$ cat src/rtl/bcd_tick_counter_module.sv
// bcd_tick_counter_module
// Parametrised packed-BCD event counter for the seven-segment display path.
// A prescaler produces one tick every TICK_CNT enabled cycles. Each tick starts
// a digit-serial update of a private working copy. The finished word is then
// published to Number_Sig in a single edge, so the display never sees a
// half-updated value.
// Optional feature: define BCD_DOWN_EN to build the borrow path. Up_Sig then
// selects the counting direction. Without it the counter counts up only.
module bcd_tick_counter_module #(
    parameter int DIGITS   = 6,
    parameter int TICK_CNT = 5_000_000
) (
    input  logic                  CLK,
    input  logic                  RST,
    input  logic                  En_Sig,
    input  logic                  Up_Sig,
    input  logic                  Load_Sig,
    input  logic [4*DIGITS-1:0]   Load_Num,
    output logic [4*DIGITS-1:0]   Number_Sig,
    output logic                  Wrap_Sig,
    output logic                  Busy_Sig
);

    localparam int W    = 4 * DIGITS;
    localparam int C1_W = (TICK_CNT > 1) ? $clog2(TICK_CNT) : 1;
    localparam int D_W  = (DIGITS > 1) ? $clog2(DIGITS) : 1;
    localparam logic [C1_W-1:0] C1_LAST = C1_W'(TICK_CNT - 1);
    localparam logic [D_W-1:0]  D_LAST  = D_W'(DIGITS - 1);

    typedef enum logic [1:0] {
        ST_IDLE    = 2'd0,
        ST_STEP    = 2'd1,
        ST_PUBLISH = 2'd2
    } state_t;

    // Increment one BCD digit by the carry. Returns {carry_out, digit}.
    function automatic logic [4:0] bcd_inc(input logic [3:0] dig, input logic cin);
        logic [4:0] sum;
        sum = {1'b0, dig} + {4'd0, cin};
        if (sum > 5'd9) begin
            bcd_inc = {1'b1, 4'd0};
        end else begin
            bcd_inc = {1'b0, sum[3:0]};
        end
    endfunction

`ifdef BCD_DOWN_EN
    // Decrement one BCD digit by the borrow. Returns {borrow_out, digit}.
    function automatic logic [4:0] bcd_dec(input logic [3:0] dig, input logic bin);
        if (bin && (dig == 4'd0)) begin
            bcd_dec = {1'b1, 4'd9};
        end else begin
            bcd_dec = {1'b0, dig - {3'd0, bin}};
        end
    endfunction
`endif

    // Clamp a loaded nibble to a legal BCD digit.
    function automatic logic [3:0] bcd_clamp(input logic [3:0] dig);
        if (dig > 4'd9) begin
            bcd_clamp = 4'd9;
        end else begin
            bcd_clamp = dig;
        end
    endfunction

    state_t            state_r, state_nxt_s;
    logic [C1_W-1:0]   c1_r;
    logic              tick_s;
    logic [W-1:0]      work_r, work_nxt_s;
    logic [D_W-1:0]    d_r, d_nxt_s;
    logic              carry_r, carry_nxt_s;
    logic              up_r, up_nxt_s;
    logic              pending_r, pending_nxt_s;
    logic              wrap_flag_r, wrap_flag_nxt_s;
    logic [W-1:0]      number_r, number_nxt_s;
    logic              wrap_r, wrap_nxt_s;
    logic              busy_r, busy_nxt_s;
    logic [W-1:0]      load_val_s;
    logic [3:0]        cur_digit_s;
    logic [4:0]        step_res_s;
    logic              dir_sample_s;

    assign tick_s = En_Sig && (c1_r == C1_LAST);

`ifdef BCD_DOWN_EN
    assign dir_sample_s = Up_Sig;
`else
    // Direction is fixed to up in this build; Up_Sig is absorbed here.
    assign dir_sample_s = Up_Sig | 1'b1;
`endif

    // Prescaler: free-runs while enabled, restarts on tick or load.
    always_ff @(posedge CLK or posedge RST) begin
        if (RST) begin
            c1_r <= {C1_W{1'b0}};
        end else if (Load_Sig) begin
            c1_r <= {C1_W{1'b0}};
        end else if (tick_s) begin
            c1_r <= {C1_W{1'b0}};
        end else if (En_Sig) begin
            c1_r <= c1_r + C1_W'(1);
        end else begin
            c1_r <= c1_r;
        end
    end

    // Clamp every loaded nibble to 0..9.
    always_comb begin
        load_val_s = {W{1'b0}};
        for (int i = 0; i < DIGITS; i++) begin
            load_val_s[i*4 +: 4] = bcd_clamp(Load_Num[i*4 +: 4]);
        end
    end

    // Digit arithmetic for the digit currently being stepped.
    always_comb begin
        cur_digit_s = work_r[{d_r, 2'b00} +: 4];
`ifdef BCD_DOWN_EN
        if (up_r) begin
            step_res_s = bcd_inc(cur_digit_s, carry_r);
        end else begin
            step_res_s = bcd_dec(cur_digit_s, carry_r);
        end
`else
        if (up_r) begin
            step_res_s = bcd_inc(cur_digit_s, carry_r);
        end else begin
            step_res_s = {1'b0, cur_digit_s};
        end
`endif
    end

    // Next-state and datapath decisions; load overrides every state.
    always_comb begin
        state_nxt_s     = state_r;
        work_nxt_s      = work_r;
        d_nxt_s         = d_r;
        carry_nxt_s     = carry_r;
        up_nxt_s        = up_r;
        pending_nxt_s   = pending_r;
        wrap_flag_nxt_s = wrap_flag_r;
        number_nxt_s    = number_r;
        wrap_nxt_s      = 1'b0;
        if (Load_Sig) begin
            state_nxt_s   = ST_IDLE;
            work_nxt_s    = load_val_s;
            number_nxt_s  = load_val_s;
            pending_nxt_s = 1'b0;
            d_nxt_s       = {D_W{1'b0}};
            carry_nxt_s   = 1'b0;
        end else begin
            case (state_r)
                ST_IDLE: begin
                    if (tick_s || pending_r) begin
                        state_nxt_s   = ST_STEP;
                        d_nxt_s       = {D_W{1'b0}};
                        carry_nxt_s   = 1'b1;
                        up_nxt_s      = dir_sample_s;
                        pending_nxt_s = 1'b0;
                    end else begin
                        state_nxt_s = ST_IDLE;
                    end
                end
                ST_STEP: begin
                    if (tick_s) begin
                        pending_nxt_s = 1'b1;
                    end else begin
                        pending_nxt_s = pending_r;
                    end
                    work_nxt_s[{d_r, 2'b00} +: 4] = step_res_s[3:0];
                    carry_nxt_s = step_res_s[4];
                    if (d_r == D_LAST) begin
                        state_nxt_s     = ST_PUBLISH;
                        wrap_flag_nxt_s = step_res_s[4];
                    end else begin
                        d_nxt_s = d_r + D_W'(1);
                    end
                end
                ST_PUBLISH: begin
                    if (tick_s) begin
                        pending_nxt_s = 1'b1;
                    end else begin
                        pending_nxt_s = pending_r;
                    end
                    number_nxt_s = work_r;
                    wrap_nxt_s   = wrap_flag_r;
                    state_nxt_s  = ST_IDLE;
                end
                default: begin
                    state_nxt_s = ST_IDLE;
                end
            endcase
        end
        busy_nxt_s = (state_nxt_s == ST_STEP) || (state_nxt_s == ST_PUBLISH);
    end

    // FSM state register.
    always_ff @(posedge CLK or posedge RST) begin
        if (RST) begin
            state_r <= ST_IDLE;
        end else begin
            state_r <= state_nxt_s;
        end
    end

    // Working copy, step bookkeeping and registered outputs.
    always_ff @(posedge CLK or posedge RST) begin
        if (RST) begin
            work_r      <= {W{1'b0}};
            d_r         <= {D_W{1'b0}};
            carry_r     <= 1'b0;
            up_r        <= 1'b1;
            pending_r   <= 1'b0;
            wrap_flag_r <= 1'b0;
            number_r    <= {W{1'b0}};
            wrap_r      <= 1'b0;
            busy_r      <= 1'b0;
        end else begin
            work_r      <= work_nxt_s;
            d_r         <= d_nxt_s;
            carry_r     <= carry_nxt_s;
            up_r        <= up_nxt_s;
            pending_r   <= pending_nxt_s;
            wrap_flag_r <= wrap_flag_nxt_s;
            number_r    <= number_nxt_s;
            wrap_r      <= wrap_nxt_s;
            busy_r      <= busy_nxt_s;
        end
    end

    assign Number_Sig = number_r;
    assign Wrap_Sig   = wrap_r;
    assign Busy_Sig   = busy_r;

endmodule

$ cat config.mk
export PLATFORM = sky130hd
export DESIGN_NAME = bcd_tick_counter_module
export DESIGN_NICKNAME = d
export VERILOG_FILES = /design/src/rtl/bcd_tick_counter_module.sv
export SDC_FILE = /design/constraint.sdc
export NUM_CORES = 1
export LEC_CHECK = 0
export CORE_MARGIN = 3
export CORE_UTILIZATION = 39
export DETAILED_ROUTE_END_ITERATION = 10
export SYNTH_ARGS = -nofsm -noshare
export SYNTH_HDL_FRONTEND = slang
export SYNTH_SLANG_ARGS = --single-unit
$ cat constraint.sdc
create_clock -name CLK -period 3.82 [get_ports CLK]
set_clock_uncertainty 0.15 [all_clocks]
set_input_delay 0.764 -clock CLK [delete_from_list [all_inputs] [get_ports CLK]]
set_output_delay 0.764 -clock CLK [all_outputs]
set_load 0.01 [all_outputs]
==> key figures, run 1 <==
Worst setup path
  • FF-to-FF path depth: 10
  • Slowest-stage cell, CP: a221oi_2
  • R2R Path Start: d_r[0]$_DFFE_PP0P_
  • Startpoint types: register
  • Reg2Reg Setup Slack: 0.73 ns
  • Critical path arrival: 3.13 ns
  • WS Path Type: reg -> reg
  • Critical Path RT: 3.87 ns
  • CP max stage delay: 0.41 ns
  • Crit Reg-Reg Endpoint: work_r[8]$_DFFE_PP0P_
  • Crit path max fanout: 18
  • Crit end category: register
  • Crit-path cells: buf_4, mux2i_1, o22ai_1, o21bai_1, ha_1, nand2b_1, o221ai_1, a221oi_2, nand2b_4, o211ai_1

STA
  • Unrepaired setup endpoints after global routing: false
  • Setup TNS: 0 ns
  • Final min period: 3.09 ns
  • Tcrit/Tclk final: 80.8%
  • WHS: 0.354 ns
  • Final setup fails: 0
  • Actual slew at the worst max-slew pin: 0.770 ns
  • Final hold viol count: 0
  • Slew Limit Fails: 0
  • Max-slew headroom: 48.7%
  • FMAX: 324 MHz

Worst hold path
  • Hold Crit Depth: 1
  • Min-Delay Endpoint: wrap_flag_r$_DFFE_PP0P_
  • Hold/Removal Path Class: reg -> reg
  • HP Start: wrap_flag_r$_DFFE_PP0P_

Global routing
  • Initial antenna violation count: 0
  • GRT overflow: 0
  • Vias in the first global route: 3,619
  • Wire length of the first global-routing pass: 18.7 mm
  • Pin count of the biggest net entering global routing: 51
  • Gr usage total: 18.3%

Yosys
  • Net Count, Synth: 494
  • Synth top cells by count: dfrtp_1, nor2_1, o21ai_0
  • Post-synth EDFFs: 0
  • Biggest area consumer among synthesized cells: dfrtp_1
  • Mapped Cells: 454
  • Yosys top cell area share: 45.9%
  • Count of cell types in the netlist: 59
  • Post-Syn Area: 4420 µm²
  • #FFs+latches synth: 81
  • Synth area leaders: dfrtp_1, mux2i_1, o21ai_0
  • Asr flop ratio synth: 100%
  • Synth warnings: 0
  • Synth Area per Inst: 9.73 µm²
  • Sequential share of the synthesized area: 45.9%
  • Most frequent cell after synthesis: dfrtp_1
  • Post-synth top flop: dfrtp_1

Floorplanning
  • Full die area: 12,600 µm²
  • Core Footprint: 10,900 µm²
  • Starting Density: 40.4%
  • Boundary Pins: 55
  • Placement row count: 38
  • Die Wd: 112 µm
  • Die H: 112 µm

Clocking
  • TritonCTS clock tree: yes
  • CTS root buf: clkbuf_16
  • Post-CTS Setup Bufs: 0
  • Clk_lat worst skew: 0.33 ns
  • Htree depth: 3
  • CTS Buf Count: 9
  • Clk slew on worst S/H paths: 0.06 ns
  • Clock Tree Buf Depth: 2
  • Cts repair resizes: 0
  • Clk sinks: 81
  • Hold Buf Count CTS: 0

Finish
  • Final cell count without fillers: 654
  • Area delta synth->final: 22.8%
  • Finished Cell Area: 5420 µm²
  • Antenna Cells: 0
  • Nets: 549
  • Share of cells above drive strength 1: 7.98%

Job
  • Max-Cap Viols: 0

Placed design
  • Inst Count DP: 638
  • PortBufs: 53
  • Placed Area: 5120 µm²
  • Post-DP HPWL: 8.09 mm
  • Routability cong.: 0.851

Route
  • Vias: 3,658
  • Avg Vias per Cell: 5.59
  • Pre-Repair DR Iteration Count: 4
  • Initial DRC Count: 206
  • Avg WL per Cell: 17.2 µm
  • Antenna Nets Post-Route: 0
  • Detailed-route DRC error count: 0
  • Routed WL: 11.3 mm

Power
  • Peak VDD IR: 0.000175 V
  • Leak pwr: 0.00210 µW
  • Power Density: 381 nW/µm²

Status
  • Status: finished, final reports clean
[metrics by stage]
step	setup slack, ns	total power [µW]	utilization, %
global route	0.565	2150	49.6
global placement	0.831	1210	46.8
floorplan	0.826	1080	-
finish	0.732	2070	49.6
detailed placement	0.769	1210	46.8
CTS	0.761	2090	49.6
[placed cells by master (no fill, tap or decap), types with 9 or more instances in the layout]
| cell | netlist | final |
|---|---|---|
| nand3_1 | 14 | 14 |
| nand2_1 | 37 | 37 |
| nor2_1 | 40 | 40 |
| dfrtp_1 | 81 | 81 |
| o21ai_0 | 40 | 40 |
| a21oi_1 | 23 | 23 |
| clkdlybuf4s50_1 | 0 | 52 |
| clkbuf_16 | 0 | 9 |
| xor2_1 | 13 | 13 |
| inv_1 | 14 | 13 |
| o211ai_1 | 9 | 9 |
| mux2i_1 | 34 | 34 |
| ha_1 | 11 | 11 |
| nor3_1 | 12 | 12 |
[sequential cells by signal (all words and copies together) (netlist names)]
name	count
Number_Sig	24
work_r	24
c1_r	23
d_r	3
state_r	2
Busy_Sig	1
Wrap_Sig	1
carry_r	1
pending_r	1
wrap_flag_r	1
[area by class of cell]
type / instances / area (µm²)
Fill cell: 1038 / 5510
Multi-Input combinational cell: 341 / 2250
Sequential cell: 81 / 2030
Timing Repair Buffer: 62 / 606
Clock buffer: 10 / 239
Tap cell: 140 / 175
Clock inverter: 6 / 67.6
Inverter: 14 / 53.8
[kinds of logic (layout without fill, tap and decap cells)]
| kind of cell | after synthesis | after routing | synth area share (%) |
|---|---|---|---|
| xor gates and xnor gates | 17 | 17 | 3.37 |
| buffers and inverters | 32 | 92 | 3.06 |
| adders and majority gates | 11 | 11 | 3.12 |
| AOI/OAI and AO/OA | 123 | 123 | 17.7 |
| muxes | 36 | 36 | 8.47 |
| DFF | 81 | 81 | 45.9 |
| and+or+nand+nor | 154 | 154 | 18.4 |
[power by group]
group / total [µW] / leakage, µW / switching (µW) / internal (µW)
logic: 250 / 0.000912 / 129 / 120
registers: 944 / 0.00104 / 37.7 / 906
clock network: 873 / 0.000145 / 348 / 525
total: 2070 / 0.00210 / 515 / 1550
[critical path, delay by kind of cell, from the launching register on]
kind | cells | cell delay, ns
mux | 1 | 0.38
fa+ha+maj | 1 | 0.38
buf+inv | 1 | 0.30
flops | 1 | 0.38
simple gates | 2 | 0.40
compound gates | 5 | 0.96
[per-layer routing]
layer	routed length, µm	global-route usage (%)	part of all wire [%]	vias up
li1	-	-	-	1771
met2	5490	30.6	49	93
met3	562	3.18	5.0	5
met4	63	4.49	0.56	0
met1	5140	24.7	46	1789
met5	0	0	0	-
[how the worst max path moves through the flow]
stage,start,cells past startpoint,slack (ns),endpoint
after global routing,d_r[0]$_DFFE_PP0P_,10,0.57,work_r[8]$_DFFE_PP0P_
after floorplan,RST,1,0.83,Busy_Sig$_DFF_PP0_
after global placement,d_r[0]$_DFFE_PP0P_,10,0.83,work_r[4]$_DFFE_PP0P_
after detailed placement,d_r[0]$_DFFE_PP0P_,10,0.77,work_r[8]$_DFFE_PP0P_
final,d_r[0]$_DFFE_PP0P_,10,0.73,work_r[8]$_DFFE_PP0P_
after CTS,d_r[0]$_DFFE_PP0P_,10,0.76,work_r[8]$_DFFE_PP0P_
(Power assumes the default switching activity.)
==> inputs of run 2 (changes only) <==
==> constraint.sdc (replaced) <==
create_clock -name CLK -period 3.1 [get_ports CLK]
set_clock_uncertainty 0.15 [all_clocks]
set_input_delay 0.62 -clock CLK [delete_from_list [all_inputs] [get_ports CLK]]
set_output_delay 0.62 -clock CLK [all_outputs]
set_load 0.01 [all_outputs]
==> run 2 against run 1 <==
  * Wire length grew 0.74%
  * Clock-buffer cell count up 1
  * Final area is 1.5% higher
  * Core utilization up 0.74 points
  * Critical endpoint is now work_r[4]$_DFFE_PP0P_
  * Total power increased by 25%
  * Combinational power increased by 26%
==> key figures, run 2 (synthesized netlist as in run 1, its figures left out) <==
Status
  • Status: finished, final reports clean

STA
  • Actual slew at the worst max-slew pin: 0.498 ns
  • WHS: 0.356 ns
  • Setup TNS: 0 ns
  • Unrepaired setup endpoints after global routing: false
  • Final setup margin: 0.184 ns
  • Final hold viol count: 0
  • Final min period: 2.92 ns
  • Max-slew headroom: 66.6%
  • Slew Limit Fails: 0
  • Final setup fails: 0
  • FMAX: 343 MHz
  • Tcrit/Tclk final: 94.1%

Worst setup path
  • Crit Reg-Reg Endpoint: work_r[4]$_DFFE_PP0P_
  • Reg2Reg Setup Slack: 0.18 ns
  • Critical path arrival: 2.97 ns
  • Crit-path cells: mux4_2, nand2_1, o21ai_0, ha_1, ha_1, nand2b_1, o221ai_1, a221oi_2, nand2b_4, o211ai_1
  • R2R Path Start: d_r[0]$_DFFE_PP0P_
  • FF-to-FF path depth: 10
  • Crit path max fanout: 6
  • CP endpoint: work_r[4]$_DFFE_PP0P_
  • Most used cell, CP: ha_1
  • Crit end category: register
  • Slowest-stage cell, CP: mux4_2
  • CP max stage delay: 0.54 ns
  • WS Path Type: reg -> reg
  • Worst setup path startpoint: d_r[0]$_DFFE_PP0P_
  • Critical Path RT: 3.16 ns
  • Startpoint types: register

Clocking
  • CTS root buf: clkbuf_16
  • CTS Buf Count: 9
  • Clk_lat worst skew: 0.34 ns
  • Htree depth: 3
  • Clk sinks: 81
  • Clk slew on worst S/H paths: 0.06 ns
  • TritonCTS clock tree: yes
  • Hold Buf Count CTS: 0
  • Clock Tree Buf Depth: 2

Finish
  • Antenna Cells: 0
  • Most frequent cells in the layout: dfrtp_1, clkdlybuf4s50_1, o21ai_0, nor2_1, nand2_1
  • Most common cell after layout, fill and taps aside: dfrtp_1
  • Area delta synth->final: 24.6%
  • Nets: 559
  • Share of cells above drive strength 1: 9.92%
  • Fill count: 1,043

Placed design
  • Routability cong.: 0.898
  • PortBufs: 53
  • Post-DP HPWL: 8.28 mm
  • Placement Setup Slack: 0.158 ns

Route
  • Vias: 3,649
  • Routed WL: 11.3 mm
  • Avg Vias per Cell: 5.50
  • Pre-Repair DR Iteration Count: 5
  • Antenna Nets Post-Route: 0
  • Avg WL per Cell: 17.1 µm
  • Initial DRC Count: 142
  • Detailed-route DRC error count: 0

Power
  • Leak pwr: 0.00216 µW
  • Power Density: 468 nW/µm²
  • Peak VDD IR: 0.000276 V
  • Tot Pwr: 2570 µW

Floorplanning
  • Full die area: 12,600 µm²
  • Placement row count: 38
  • Die H: 112 µm
  • Boundary Pins: 55
  • Die Wd: 112 µm
  • Starting Density: 40.4%
  • Core Footprint: 10,900 µm²

Worst hold path
  • Hold/Removal Path Class: reg -> reg

Global routing
  • Vias in the first global route: 3,640
  • GRT overflow: 0
  • Gr usage total: 18.5%
  • Wire length of the first global-routing pass: 18.8 mm
  • Initial antenna violation count: 0
  • Pin count of the biggest net entering global routing: 48

Job
  • Max-Cap Viols: 0
run 2: timing repair:
action / in CTS / in global routing
gates resized for setup: 0 / 1
endpoints found under the setup margin: 0 / 4
buffers inserted: 0 / 1
run 2: stage by stage:
| step | std cells | util, % | area, µm² |
|---|---|---|---|
| after floorplan | 454 | - | 4420 |
| after global placement | 647 | 47.4 | 5180 |
| after detailed placement | 647 | 47.4 | 5180 |
| after CTS | 663 | 50.2 | 5490 |
| after global routing | 664 | 50.3 | 5500 |
| final | 664 | 50.3 | 5500 |
run 2: how the worst min path moves through the flow:
stage / from / endpoint / cells past startpoint
floorplan: c1_r[21]$_DFFE_PP0P_ / c1_r[21]$_DFFE_PP0P_ / 1
global placement: wrap_flag_r$_DFFE_PP0P_ / wrap_flag_r$_DFFE_PP0P_ / 1
detailed placement: c1_r[21]$_DFFE_PP0P_ / c1_r[21]$_DFFE_PP0P_ / 1
CTS: c1_r[21]$_DFFE_PP0P_ / c1_r[21]$_DFFE_PP0P_ / 1
global route: c1_r[21]$_DFFE_PP0P_ / c1_r[21]$_DFFE_PP0P_ / 1
finish: c1_r[21]$_DFFE_PP0P_ / c1_r[21]$_DFFE_PP0P_ / 1
run 2: power by group:
| group | switching [µW] | total (µW) | internal [µW] |
|---|---|---|---|
| combinational | 161 | 315 | 154 |
| clock | 431 | 1100 | 665 |
| sequential | 45.3 | 1160 | 1120 |
run 2: worst max-delay path: cells and delay by family, from the launching register on:
kind | cells | cell delay [ns]
AO/OA/AOI/OAI | 4 | 0.68
adder cells (fa/ha/maj) | 2 | 0.53
flip-flops | 1 | 0.44
multiplexers | 1 | 0.54
AND/OR/NAND/NOR | 3 | 0.44
run 2: area by class of cell:
cell class | count | area (µm²) | share of cell area, %
clock buffers | 11 | 253 | 4.59
clock inverters | 5 | 53.8 | 0.977
inverters | 14 | 53.8 | 0.977
multi-input cells | 341 | 2260 | 41.1
flip-flops and latches | 81 | 2030 | 36.8
well taps | 140 | 175 | 3.18
repair buffers | 72 | 681 | 12.4
run 2: metal layers:
layer  GRT usage, %  vias to the layer above  part of all wire [%]
met2           31.0                       84                    49
met1           24.2                     1759                    45
met3           4.15                       17                   3.9
met4           5.21                        0                   1.6
met5              0                        -                     0
li1               -                     1789                     -
